## src/rtl/decoder_pkg.sv

```systemverilog
// Shared definitions for the cipher round sequencers (decoder and encoder).
package decoder_pkg;

    localparam int ROUNDS    = 24;
    localparam int NUM_STEPS = 5;

    // Bit positions of each step in the start/finish vectors.
    localparam int STEP_RC = 0;
    localparam int STEP_RE = 1;
    localparam int STEP_PE = 2;
    localparam int STEP_RO = 3;
    localparam int STEP_CP = 4;

    typedef enum logic [3:0] {
        IDLE = 4'd0,
        RC_S = 4'd1,
        RC_W = 4'd2,
        RE_S = 4'd3,
        RE_W = 4'd4,
        PE_S = 4'd5,
        PE_W = 4'd6,
        RO_S = 4'd7,
        RO_W = 4'd8,
        CP_S = 4'd9,
        CP_W = 4'd10,
        DONE = 4'd11
    } state_t;

    function automatic logic is_active(input state_t s);
        return !(s == IDLE || s == DONE);
    endfunction

endpackage

```

## src/rtl/decoder_controller_round_counter.sv

```systemverilog
// Holds the current file and round; rounds count down, files count up.
module round_counter
    import decoder_pkg::*;
#(
    parameter int ROUNDS = decoder_pkg::ROUNDS,
    parameter int FI_W   = 10
) (
    input  logic            clk,
    input  logic            rst,
    input  logic            load,
    input  logic            advance,
    input  logic [FI_W-1:0] count_in,
    output logic [FI_W-1:0] file_index,
    output logic [4:0]      iteration,
    output logic            iter_zero,
    output logic            last_file
);

    localparam logic [4:0] ITER_TOP = 5'(ROUNDS - 1);

    logic [FI_W-1:0] count;
    logic [FI_W:0]   next_file;

    // One extra bit so the compare cannot wrap at the top of the index range.
    assign next_file = {1'b0, file_index} + (FI_W + 1)'(1);
    assign iter_zero = (iteration == 5'd0);
    assign last_file = (next_file >= {1'b0, count});

    always_ff @(posedge clk) begin
        if (rst) begin
            count      <= '0;
            file_index <= '0;
            iteration  <= 5'd0;
        end else if (load) begin
            count      <= count_in;
            file_index <= '0;
            iteration  <= ITER_TOP;
        end else if (advance) begin
            if (!iter_zero) begin
                iteration <= iteration - 5'd1;
            end else if (!last_file) begin
                file_index <= next_file[FI_W-1:0];
                iteration  <= ITER_TOP;
            end
        end
    end

endmodule

```

## src/rtl/decoder_controller.sv

```systemverilog
// Decoder round sequencer: rounds ROUNDS-1..0 per file, inverse steps RC,RE,PE,RO,CP.
module decoder_controller
    import decoder_pkg::*;
#(
    parameter int ROUNDS = decoder_pkg::ROUNDS,
    parameter int FI_W   = 10
) (
    input  logic            clk,
    input  logic            rst,
    input  logic            start,
    input  logic [FI_W-1:0] file_count,
    output logic            busy,
    output logic            done,
    output logic [FI_W-1:0] file_index,
    output logic [4:0]      iteration,
    output logic            RC_start,
    output logic            IRE_start,
    output logic            IPE_start,
    output logic            IRO_start,
    output logic            ICP_start,
    input  logic            RC_finish,
    input  logic            IRE_finish,
    input  logic            IPE_finish,
    input  logic            IRO_finish,
    input  logic            ICP_finish
);

    state_t               state;
    state_t               next_state;
    logic [NUM_STEPS-1:0] start_vec;
    logic [NUM_STEPS-1:0] start_next;
    logic                 load;
    logic                 advance;
    logic                 iter_zero;
    logic                 last_file;

    assign load    = (state == IDLE) && start;
    assign advance = (state == CP_W) && ICP_finish;

    round_counter #(
        .ROUNDS (ROUNDS),
        .FI_W   (FI_W)
    ) u_round_counter (
        .clk        (clk),
        .rst        (rst),
        .load       (load),
        .advance    (advance),
        .count_in   (file_count),
        .file_index (file_index),
        .iteration  (iteration),
        .iter_zero  (iter_zero),
        .last_file  (last_file)
    );

    always_comb begin
        next_state = state;
        unique case (state)
            IDLE: if (start) next_state = (file_count == '0) ? DONE : RC_S;
            RC_S: next_state = RC_W;
            RC_W: if (RC_finish) next_state = RE_S;
            RE_S: next_state = RE_W;
            RE_W: if (IRE_finish) next_state = PE_S;
            PE_S: next_state = PE_W;
            PE_W: if (IPE_finish) next_state = RO_S;
            RO_S: next_state = RO_W;
            RO_W: if (IRO_finish) next_state = CP_S;
            CP_S: next_state = CP_W;
            CP_W: if (ICP_finish) next_state = (iter_zero && last_file) ? DONE : RC_S;
            DONE: next_state = IDLE;
            default: next_state = IDLE;
        endcase

        // Outputs are registered from the next state so they line up with it.
        start_next          = '0;
        start_next[STEP_RC] = (next_state == RC_S);
        start_next[STEP_RE] = (next_state == RE_S);
        start_next[STEP_PE] = (next_state == PE_S);
        start_next[STEP_RO] = (next_state == RO_S);
        start_next[STEP_CP] = (next_state == CP_S);
    end

    always_ff @(posedge clk) begin
        if (rst) begin
            state     <= IDLE;
            start_vec <= '0;
            busy      <= 1'b0;
            done      <= 1'b0;
        end else begin
            state     <= next_state;
            start_vec <= start_next;
            busy      <= is_active(next_state);
            done      <= (next_state == DONE);
        end
    end

    assign RC_start  = start_vec[STEP_RC];
    assign IRE_start = start_vec[STEP_RE];
    assign IPE_start = start_vec[STEP_PE];
    assign IRO_start = start_vec[STEP_RO];
    assign ICP_start = start_vec[STEP_CP];

endmodule

```

## config.mk

```make
export PLATFORM = sky130hd
export DESIGN_NAME = decoder_controller
export DESIGN_NICKNAME = d
export VERILOG_FILES = /design/src/rtl/decoder_pkg.sv /design/src/rtl/decoder_controller_round_counter.sv /design/src/rtl/decoder_controller.sv
export SDC_FILE = /design/constraint.sdc
export NUM_CORES = 1
export LEC_CHECK = 0
export BUFFER_PORTS_ARGS = -buffer_cell sky130_fd_sc_hd__buf_2
export CORE_MARGIN = 2
export CORE_UTILIZATION = 30
export CTS_CLUSTER_DIAMETER = 120
export CTS_CLUSTER_SIZE = 14
export DETAILED_ROUTE_END_ITERATION = 7
export PLACE_DENSITY = 0.48
export SYNTH_ARGS = -nofsm -noshare
export SYNTH_HDL_FRONTEND = slang
export SYNTH_SLANG_ARGS = --single-unit
```

## constraint.sdc

```tcl
create_clock -name clk -period 7.5 [get_ports clk]
set_input_delay 0 -clock clk [delete_from_list [all_inputs] [get_ports clk]]
set_output_delay 0 -clock clk [all_outputs]
set_load 0.005 [all_outputs]
```

==> impl_metrics.ini, run 1 <==
[drt]
drc = 0
drtPass1Iterations = 4
vias_per_cell = 5.03
routed_wl_microns = 5250
wl_per_cell_microns = 14.1
antenna_left = 0
vias = 1878
drt-initial-drc-count = 70

[timing]
setup-violations-final = 0
fmax_mhz = 276
slew_headroom_pct = 42.1
skew_ps = 7.84
worstMarginPinSlew_ps = 869
tns_ps = 0
finalWorstSetupSlack_ps = 3870
fin_crit_ps = 3630
drv_slew = 0
hold_viol_final = 0
rsz0062_at_grt = false
fin_crit_sh_pct = 48.4
holdWs_ps = 161

[synthesis]
async_flop_share_pct = 0
synth_compound_area_share_pct = 16.6
ys_seq_elements = 36
synth_area_sq_mm = 0.00207
muxShareOfSynthArea_pct = 1.03
synth_top_family_by_area = simple AND/OR/NAND/NOR gates
syn_avg_cell_area_sq_um = 8.38
yosys.area_share.simple_pct = 28.7
yosysUniqueCellTypes = 48
synth_edf_count = 0
netlist_instances = 247
yosysWarnings = 0
synthAdderAreaFrac_pct = 7.25
synth_xor_area_share_pct = 5.92
synth_flop_cell = dfxtp_1
yosysSeqAreaShare_pct = 34.8
synthesis.nets = 277

[floorplan]
coreArea_sq_mm = 0.00672
die_w_microns = 87.1
io_pins = 40
start_util_pct = 30.8
core.rowCount = 30
die_area_sq_mm = 0.00758
die_y_microns = 87.1

[worst_setup_path]
worstSetupEndpointType = flop
path_cells = ha_1 > nand3_1 > nor3_1 > xor2_1 > ha_1 > a21o_1 > a21o_1 > or4_4 > nor3_4 > mux2i_1 > nor3_2
max_stage_delay_ps = 540
arrival_ps = 3780
cp_num_cells = 11
cpMaxStageDelayCell = or4_4
start_kind = flop
worstPathRequired_ps = 7660
ff2ff_path_depth = 11
criticalPathCategory = reg2reg
crit_buf_inv = 0
worst-path-max-fanout = 12
cpLargestDelayFamily = simple AND/OR/NAND/NOR gates

[grt]
overflow = 0
antenna_found_initial = 0
grt_use_total_pct = 14.7
grt_pass1_vias = 1741
grt_pass1_wl_microns = 8520
grt_max_degree = 27

[clocking]
post-cts-setup-buffers = 0
cts_tree = built
clkLatencyLatePin_ps = 300
clk_pin_slew_ps = 80
clock_path_buffers = 2
numCtsBuffers = 5
cts-root-buf = clkbuf_8
ctsHtreeMaxLevel = 2
post_cts_resized = 0
cts_num_sinks = 36
cts_hold_buf = 10

[placement]
dpl_worst_slack_ps = 3880
io_buffers = 39
gp_congestion = 0.796
detailed_place_hpwl_microns = 3730
dp_cells = 355

[finish]
area_growth_pct = 21.5
fin_cells = 373
drive_above_1_share_pct = 20.1
num_antenna_cells = 0
final_core_util_pct = 37.4
nets = 322
fill_cells = 679
seqCellArea_sq_um = 721
multiInputGateArea_sq_mm = 0.00123

[min_path]
hold_class = in2reg
holdPathStages = 5

[pwr]
ir_drop_uv = 83.3
pwr_density_cell_mw_per_mm2 = 184
p_leak_nw = 1.09

[outcome]
status = complete, no violations

[job]
maxCapViolations = 0
layout by cell type (no fill, tap or decap), types with 3 or more instances in the layout:
master         netlist  routed
a211oi_1             3       3
a21o_1               4       4
a21oi_1             19      19
a31oi_1              6       6
and3_1               5       5
buf_2                2      39
clkbuf_8             0       5
dfxtp_1             36      36
dlygate4sd3_1        0      10
ha_1                12      12
inv_1               15      15
nand2_1             35      35
nand2b_1             3       3
nand3_1              6       6
nand4b_1             3       3
nor2_1              16      16
nor3_1               6       6
nor3_2               5       5
nor4_1               5       5
o21a_1               6       6
o21ai_1              3       3
o31a_1               4       4
xnor2_1              7       7
xor2_1               7       7
path summary, 6_finish.rpt:
| kind | from | end | slack (ps) |
|---|---|---|---|
| worst max-delay path | u_round_counter.file_index[0] | u_round_counter.file_index[1] | 3870 |
| worst min-delay path | ICP_finish | busy | 160 |
| worst max register to register | u_round_counter.file_index[0] | u_round_counter.file_index[1] | 3870 |
| worst min register to register | u_round_counter.count[9] | u_round_counter.count[9] | 460 |
metal layers:
metal	global-route usage, %	share of wire (%)
met1	19.7	49
met2	22.7	46
met3	4.17	3.6
met4	4.69	1.3
met5	0	0
report_power, final:
group,internal [W],switching (W),total (W),leakage (nW)
Clock,0.0000987,0.0000737,0.000172,0.0552
Sequential,0.000202,0.00000983,0.000212,0.294
Combinational,0.0000302,0.0000489,0.0000791,0.744
Total,0.000331,0.000132,0.000463,1.09
flip-flops by register name, indices dropped and copies added (netlist names):
signal / cells
state: 4
u_round_counter.file_index: 10
u_round_counter.count: 10
busy: 1
done: 1
start_vec: 5
u_round_counter.iteration: 5
synth_stat cells, drive strengths merged (4+ instances only):
cell	count	area [sq um]
nor3	12	96.4
ha	12	150
nor4	6	43.8
clkbuf	7	26.3
o21a	6	45.0
dfxtp	36	721
and3	5	31.3
a21o	4	30.0
a21oi	19	95.1
xor2	7	61.3
inv	16	60.1
nand2	35	131
nor2	16	60.1
buf	4	32.5
a211oi	4	35.0
xnor2	7	61.3
nand3	6	30.0
a31oi	6	37.5
o31a	4	35.0
final cells by class:
| cell class | count | share of cell area, % |
|---|---|---|
| multi-input combinational | 184 | 49.0 |
| sequential | 36 | 28.7 |
| timing repair buffer | 49 | 11.7 |
| tap | 80 | 3.98 |
| clock buffer | 6 | 2.89 |
| inverter | 16 | 2.39 |
| clock inverter | 2 | 1.39 |
worst min-delay path, delay by kind of cell:
kind	cells	cell delay, ps
buffers and inverters	2	190
AOI/OAI and AO/OA	3	210
kinds of logic (layout without fill, tap and decap cells):
group	Yosys count	in the layout
buffers and inverters	27	73
AND/OR/NAND/NOR	104	104
AO/OA/AOI/OAI	52	52
multiplexers	2	2
flip-flops	36	36
XOR/XNOR	14	14
adder cells (fa/ha/maj)	12	12
through the flow:
stage               power (W)  area [sq um]
floorplan            0.000269          2070
CTS                  0.000470          2510
global placement     0.000292          2310
detailed placement   0.000292          2310
finish               0.000463          2510
global route         0.000492          2510
No activity file was read; power rests on OpenSTA's default activity.
==> inputs of run 2 (changes only) <==
Settings changed: PLACE_DENSITY 0.48 to 0.49.
Clock period 7.5 ns to 3.1 ns, I/O delays scaled along.
==> impl_metrics.ini, run 2 (synthesis gave the netlist of run 1 again) <==
[grt]
busiest_layer = met2
grt_use_met3_pct = 3.70
grt_use_total_pct = 14.7
grt_pass1_vias = 1842
grt_pass1_wl_microns = 8740
antenna_found_initial = 0
grt_util_met2_pct = 23.0
grt_max_degree = 27
met1_usage_pct = 19.5
overflow = 0

[job]
maxCapViolations = 0

[drt]
antenna_left = 0
wl_per_cell_microns = 13.5
routed_wl_microns = 5220
vias = 1900
vias_per_cell = 4.90
drtPass1Iterations = 4
drt-initial-drc-count = 38
drc = 0

[timing]
finalWorstSetupSlack_ps = 47.6
worstMarginPinSlew_ps = 620
slew_headroom_pct = 58.5
drv_slew = 0
fin_crit_ps = 3050
fmax_mhz = 328
fin_crit_sh_pct = 98.5
hold_viol_final = 0
rsz0062_at_grt = true
skew_ps = 10.9
setup-violations-final = 0

[min_path]
min_from = ICP_finish
min_to = busy
holdPathStages = 5
hold_class = in2reg

[worst_setup_path]
arrival_ps = 3210
worstPathRequired_ps = 3260
timing.rr.start = u_round_counter.file_index[1]
rrSetupSlack_ps = 50
worstSetupEndpointType = flop
worst-path-max-fanout = 5
ff2ff_path_depth = 12
start_kind = flop
criticalPathCategory = reg2reg
rr_endpoint = u_round_counter.file_index[1]

[finish]
layout_common_cells = buf_2 (39), nand2_1 (35), dfxtp_1 (34), a21oi_1 (19), nor2_1 (16)
area_growth_pct = 28.3
drive_above_1_share_pct = 27.6
num_antenna_cells = 0
largestRegisters = u_round_counter.count: 10 flops, u_round_counter.file_index: 10 flops
final_common_cell = buf_2
nets = 337

[outcome]
status = complete, no violations

[floorplan]
die_w_microns = 87.1
die_area_sq_mm = 0.00758
core.rowCount = 30
coreArea_sq_mm = 0.00672
start_util_pct = 30.8
io_pins = 40
die_y_microns = 87.1

[pwr]
p_leak_nw = 1.16
pwr_density_cell_mw_per_mm2 = 400
total_power_w = 0.00106
ir_drop_uv = 211

[clocking]
clk_pin_slew_ps = 90
clkLatencyLatePin_ps = 300
cts_num_sinks = 36
numCtsBuffers = 5
cts-root-buf = clkbuf_8
ctsHtreeMaxLevel = 2
cts_tree = built
clock_path_buffers = 2

[placement]
io_buffers = 39
gp_congestion = 0.732
detailed_place_hpwl_microns = 3820
dpl_worst_slack_ps = -20.4
run 2: area by class of cell:
type	instances	area (sq um)
Clock buffer	5	68.8
Fill cell	697	4060
Clock inverter	3	23.8
Timing Repair Buffer	64	412
Multi-Input combinational cell	184	1270
Tap cell	80	100
Sequential cell	36	723
Inverter	16	60.1
run 2: what timing repair did:
item / CTS / global route
pin swaps: 0 / 6
setup endpoints to repair: 2 / 13
hold buffers: 10 / 0
setup buffers: 0 / 2
gates resized for setup: 1 / 11
endpoints found under the hold margin: 10 / 0
run 2: worst max-delay path by stage:
stage,from,end
floorplan,u_round_counter.file_index[0],u_round_counter.file_index[1]
global placement,u_round_counter.file_index[0],u_round_counter.file_index[1]
detailed placement,u_round_counter.file_index[0],u_round_counter.file_index[1]
CTS,u_round_counter.file_index[0],u_round_counter.file_index[1]
global route,u_round_counter.file_index[1],u_round_counter.file_index[1]
finish,u_round_counter.file_index[1],u_round_counter.file_index[1]
run 2: metal layers:
layer | wire, microns | vias up
met5 | 0 | -
met4 | 64 | 0
met3 | 160 | 6
met2 | 2500 | 32
met1 | 2500 | 869
li1 | - | 993
run 2: report_power, final:
group | total (W) | internal [W] | switching (W) | leakage (nW)
combinational | 0.000206 | 0.0000842 | 0.000121 | 0.825
sequential | 0.000511 | 0.000488 | 0.0000234 | 0.295
clock | 0.000346 | 0.000159 | 0.000187 | 0.0404
run 2: worst max-delay path: stages (launching register included):
cell	delay (ps)
dfxtp_2	370
and3_1	180
and3_4	210
and3_4	190
and3_4	210
xnor2_2	70
ha_1	320
a21o_1	180
or4_4	570
nor3_4	230
buf_6	140
mux2i_2	210
nor3_2	50
run 2: through the flow:
| stage | hold slack [ps] | util [%] | setup TNS (ps) | cells | area, sq um |
|---|---|---|---|---|---|
| 3_3_place_gp | 257 | 35.8 | -15.7 | 368 | 2400 |
| 4_1_cts | 157 | 38.7 | 0 | 386 | 2600 |
| 3_5_place_dp | 260 | 35.8 | -20.4 | 368 | 2400 |
| 6_report | 166 | 39.6 | 0 | 388 | 2660 |
| 5_1_grt | 189 | 39.6 | -473 | 388 | 2660 |
| 2_1_floorplan | 136 | - | 0 | 247 | 2070 |
